File: config.mk
export PLATFORM = sky130hd
export DESIGN_NAME = aip_parametric_demux_reg
export DESIGN_NICKNAME = d
export VERILOG_FILES = /design/src/rtl/aip_demux_pkg.sv /design/src/rtl/aip_demux_slot.sv /design/src/rtl/aip_parametric_demux_reg.sv
export SDC_FILE = /design/constraint.sdc
export NUM_CORES = 1
export LEC_CHECK = 0
export BUFFER_PORTS_ARGS = -buffer_cell sky130_fd_sc_hd__buf_2
export CAP_MARGIN = 20
export CORE_ASPECT_RATIO = 1.5
export CORE_MARGIN = 2
export CORE_UTILIZATION = 53
export DETAILED_ROUTE_END_ITERATION = 7
export HOLD_SLACK_MARGIN = 0.05
export PLACE_DENSITY = 0.84
export SKIP_LAST_GASP = 1
export SLEW_MARGIN = 20
export SYNTH_ARGS = -nofsm -noshare
export SYNTH_HDL_FRONTEND = slang
export SYNTH_SLANG_ARGS = --single-unit
File: constraint.sdc
create_clock -name clk -period 3.48 [get_ports clk]
set_input_delay 0.174 -clock clk [delete_from_list [all_inputs] [get_ports clk]]
set_output_delay 0.174 -clock clk [all_outputs]
set_load 0.01 [all_outputs]
File: src/rtl/aip_demux_pkg.sv
// Shared types and defaults for the registered parametric demux.
// Frame occupancy state, default geometry and the slot-count helper.
package aip_demux_pkg;

  typedef enum logic [1:0] {
    EMPTY   = 2'd0,
    FILLING = 2'd1,
    FULL    = 2'd2
  } state_t;

  localparam int DEF_DATAWIDTH = 32;
  localparam int DEF_SELBITS   = 2;

  function automatic int slots(input int selbits);
    return 1 << selbits;
  endfunction

endpackage

File: src/rtl/aip_demux_slot.sv
// One demux slot: a data register plus its written flag.
// clear drops only the flag; the stored word survives until the next write.
module aip_demux_slot #(
  parameter int DATAWIDTH = 32
) (
  input  logic                 clk,
  input  logic                 rst,
  input  logic                 clear,
  input  logic                 we,
  input  logic [DATAWIDTH-1:0] d,
  output logic [DATAWIDTH-1:0] q,
  output logic                 valid
);

  always_ff @(posedge clk) begin
    if (rst) begin
      q     <= '0;
      valid <= 1'b0;
    end else if (clear) begin
      valid <= 1'b0;
    end else if (we) begin
      q     <= d;
      valid <= 1'b1;
    end
  end

endmodule

File: src/rtl/aip_parametric_demux_reg.sv
// Registered demux steering one word per accepted write into 2**SELBITS slots, with frame-full tracking.
// Optional sticky overflow port for dropped auto writes is enabled by AIP_DEMUX_OVERFLOW_EN.
module aip_parametric_demux_reg
  import aip_demux_pkg::*;
#(
  parameter  int DATAWIDTH = DEF_DATAWIDTH,
  parameter  int SELBITS   = DEF_SELBITS,
  localparam int SLOTS     = slots(SELBITS)
) (
  input  logic                       clk,
  input  logic                       rst,
  input  logic                       clear,
  input  logic                       wr_en,
  input  logic                       auto_inc,
  input  logic [SELBITS-1:0]         sel,
  input  logic [DATAWIDTH-1:0]       data_in,
  output logic                       ready,
  output logic [SLOTS*DATAWIDTH-1:0] data_out,
  output logic [SLOTS-1:0]           slot_valid,
  output logic [SELBITS-1:0]         wr_ptr,
  output logic                       full,
  output logic                       done
`ifdef AIP_DEMUX_OVERFLOW_EN
  ,
  output logic                       overflow
`endif
);

  state_t             state;
  state_t             state_nxt;
  logic               accept;
  logic [SELBITS-1:0] tgt;
  logic [SLOTS-1:0]   we_vec;
  logic [SLOTS-1:0]   vld_nxt;

  always_ff @(posedge clk) begin
    if (rst) begin
      state <= EMPTY;
    end else begin
      state <= state_nxt;
    end
  end

  // Next state follows the occupancy the slots will hold after this edge.
  always_comb begin
    ready     = !clear && !(auto_inc && state == FULL);
    accept    = wr_en && ready;
    tgt       = auto_inc ? wr_ptr : sel;
    we_vec    = '0;
    vld_nxt   = '0;
    state_nxt = state;
    if (accept) begin
      we_vec[tgt] = 1'b1;
    end
    if (!clear) begin
      vld_nxt = slot_valid | we_vec;
    end
    if (vld_nxt == '0) begin
      state_nxt = EMPTY;
    end else if (&vld_nxt) begin
      state_nxt = FULL;
    end else begin
      state_nxt = FILLING;
    end
  end

  always_ff @(posedge clk) begin
    if (rst) begin
      wr_ptr <= '0;
      done   <= 1'b0;
    end else begin
      done <= (state_nxt == FULL) && (state != FULL);
      if (clear) begin
        wr_ptr <= '0;
      end else if (accept && auto_inc) begin
        wr_ptr <= wr_ptr + SELBITS'(1);
      end
    end
  end

  assign full = (state == FULL);

`ifdef AIP_DEMUX_OVERFLOW_EN
  always_ff @(posedge clk) begin
    if (rst || clear) begin
      overflow <= 1'b0;
    end else if (wr_en && auto_inc && state == FULL) begin
      overflow <= 1'b1;
    end
  end
`endif

  for (genvar i = 0; i < SLOTS; i++) begin : g_slot
    aip_demux_slot #(
      .DATAWIDTH (DATAWIDTH)
    ) u_slot (
      .clk   (clk),
      .rst   (rst),
      .clear (clear),
      .we    (we_vec[i]),
      .d     (data_in),
      .q     (data_out[i*DATAWIDTH +: DATAWIDTH]),
      .valid (slot_valid[i])
    );
  end

endmodule

==> results.yml <==
timing:
  fin_skew_ns: 0.00673
  setup_viol: 0
  whs_ns: 0.288
  hold_viol: 0
  fmax_ghz: 0.416
  relSlewSlack_pct: 33.0
  fin_ws_ns: 1.08
  period_share_pct: 69.1
  tightest_slew_ns: 1.01
  rsz0062_at_grt: "false"
  fin_tns_setup_ns: 0
  fin_crit_ns: 2.40
  slew_violations: 0
logic_synthesis:
  synthAdderAreaFrac_pct: 0
  synth_area_um2: 4940
  muxShareOfSynthArea_pct: 14.1
  ys_ff_latch: 137
  synth-compound-area-share_pct: 7.59
  avgSynthCellArea_um2: 9.22
  synth_simple_gate_area_share_pct: 17.8
  synth_top_family_by_area: "simple AND/OR/NAND/NOR gates"
  synth-xor-area-share_pct: 0.354
  synth_cell_types: 31
  ys_seq_area_share_pct: 55.5
  yosys_warnings: 0
  synthCells: 536
  synth_fp_nets: 575
global_routing:
  grt_pass1_vias: 4470
  antenna_found_initial: 0
  grt_max_degree: 102
  grt_pass1_wl_um: 22000
  grt_usage_pct: 27.5
  gr-total-overflow: 0
power_and_ir_drop:
  p_total_mw: 3.55
  ir_drop_mv: 0.450
  cellPowerDensity_nw_per_um2: 531
  leakagePower_nw: 3.46
min_path:
  hold_class: "in2reg"
  holdPathStages: 4
final_layout:
  postLayoutCoreUtil_pct: 73.0
  n_fill_cell: 661
  antenna_cells: 0
  fin_area_um2: 6680
  layout_commonest_cell: "buf_2"
  syn_to_final_growth_pct: 35.1
  nets: 768
  drive_gt1_share_pct: 29.7
  final_cell_mix: "buf_2, dfxtp_1, nand2_1"
  final_cell_count_no_fill: 852
placed_design:
  place_congestion: 0.810
  port-buffer-count: 175
  dp_cells: 789
  pre_cts_ws_ns: 1.14
  placedInstanceArea_um2: 5790
  post-dp-hpwl_um: 8940
clock_tree:
  cts_tree: "yes"
  cts_root_buffer: "clkbuf_16"
  hold_buffers: 33
  clkSinkCount: 137
  clock_latency_ns: 0.41
  clk_pin_slew_worst_paths_ns: 0.06
  ctsLongestPathBuffers: 2
  cts_buffers: 17
  cts_max_level: 4
  post_cts_buffers: 0
  cts_resized: 0
worst_setup_path:
  arrival_ns: 2.70
  ff2ff_path_depth: 5
  path_cells: "dlygate4sd3_1, buf_2, and2b_2, nand4_2, nand2b_1, a31oi_2, o221a_1"
  crit_required_ns: 3.77
  cp-start-kind: "input port"
  worstSetupPathType: "in2reg"
  cp-end-kind: "register"
  cpPeakStageDelay_ns: 0.72
  cp_slowest_cell: "nand4_2"
  path_max_fanout: 33
die:
  die_w_um: 82.9
  ioPinCount: 176
  row_count: 43
  core_region_area_um2: 9150
  initial_utilization_pct: 54.0
  die_h_um: 122
  fp.dieArea_um2: 10100
drt:
  avgRoutedWirePerCell_um: 16.3
  avgViaCountPerCell: 5.28
  vias: 4496
  drc: 0
  first_pass_iters: 4
  ant_nets: 0
  initialDrtViolationCount: 285
  routed_wl_um: 13900
status:
  outcome: "complete, no violations"
job:
  cap_violations: 0
## synth_stat cells
master	instances	area share, %
a21boi_0	2	0.30
a21oi_1	65	6.6
a31oi_2	1	0.25
and2_1	1	0.13
and2_4	1	0.18
and2b_2	1	0.18
and3_1	2	0.25
buf_1	3	0.23
buf_2	8	0.81
buf_4	13	2.0
buf_6	1	0.23
clkbuf_1	15	1.1
dfxtp_1	137	55
inv_1	3	0.23
mux2_4	2	0.61
mux2i_1	64	13
mux2i_2	2	0.56
nand2_1	131	9.9
nand2b_1	1	0.13
nand3_1	2	0.20
nand3b_2	1	0.23
nand4_2	2	0.51
nand4_4	1	0.43
nor2_1	67	5.1
nor2b_1	1	0.13
nor3_1	3	0.30
o21ai_1	1	0.10
o221a_1	1	0.23
o22ai_1	1	0.13
or4_1	1	0.15
xor2_1	2	0.35
## path summary, 6_finish.rpt
check / start / slack (ns) / end
max: clear / 1.08 / state[0]
min: auto_inc / 0.29 / wr_ptr[0]
max reg2reg: wr_ptr[0] / 1.19 / state[0]
min reg2reg: g_slot[3].u_slot.q[29] / 0.45 / g_slot[3].u_slot.q[29]
## registers in the layout, indices dropped and copies added (netlist names)
name,cells
g_slot.u_slot.q,128
g_slot.u_slot.valid,4
state,2
wr_ptr,2
done,1
## power by group
part	internal (mW)	switching (mW)
logic	0.103	0.141
registers	1.60	0.0180
clock network	1.05	0.633
total	2.75	0.792
## logic make-up after synthesis
| group | Yosys count |
|---|---|
| and+or+nand+nor | 215 |
| DFF | 137 |
| AOI/OAI and AO/OA | 71 |
| muxes | 68 |
| buffers and inverters | 43 |
| xor gates and xnor gates | 2 |
## area by class of cell
type | count | area (um^2) | share of cell area (%)
flip-flops and latches | 137 | 2740 | 41.1
multi-input cells | 356 | 1970 | 29.5
repair buffers | 214 | 1250 | 18.8
clock buffers | 23 | 488 | 7.31
well taps | 112 | 140 | 2.10
clock inverters | 7 | 68.8 | 1.03
inverters | 3 | 11.3 | 0.169
## critical path: cells and delay by family
family	cells	cell delay (ns)
buffers and inverters	2	0.69
AOI/OAI and AO/OA	2	0.41
and+or+nand+nor	3	1.40
## metal layers
layer	vias up	GRT usage [%]	part of all wire [%]
li1	2140	-	-
met4	0	13.1	2.8
met1	2156	29.0	37
met3	36	7.20	5.2
met2	164	50.7	55
met5	-	0	0
No activity file was read; power rests on OpenSTA's default activity.
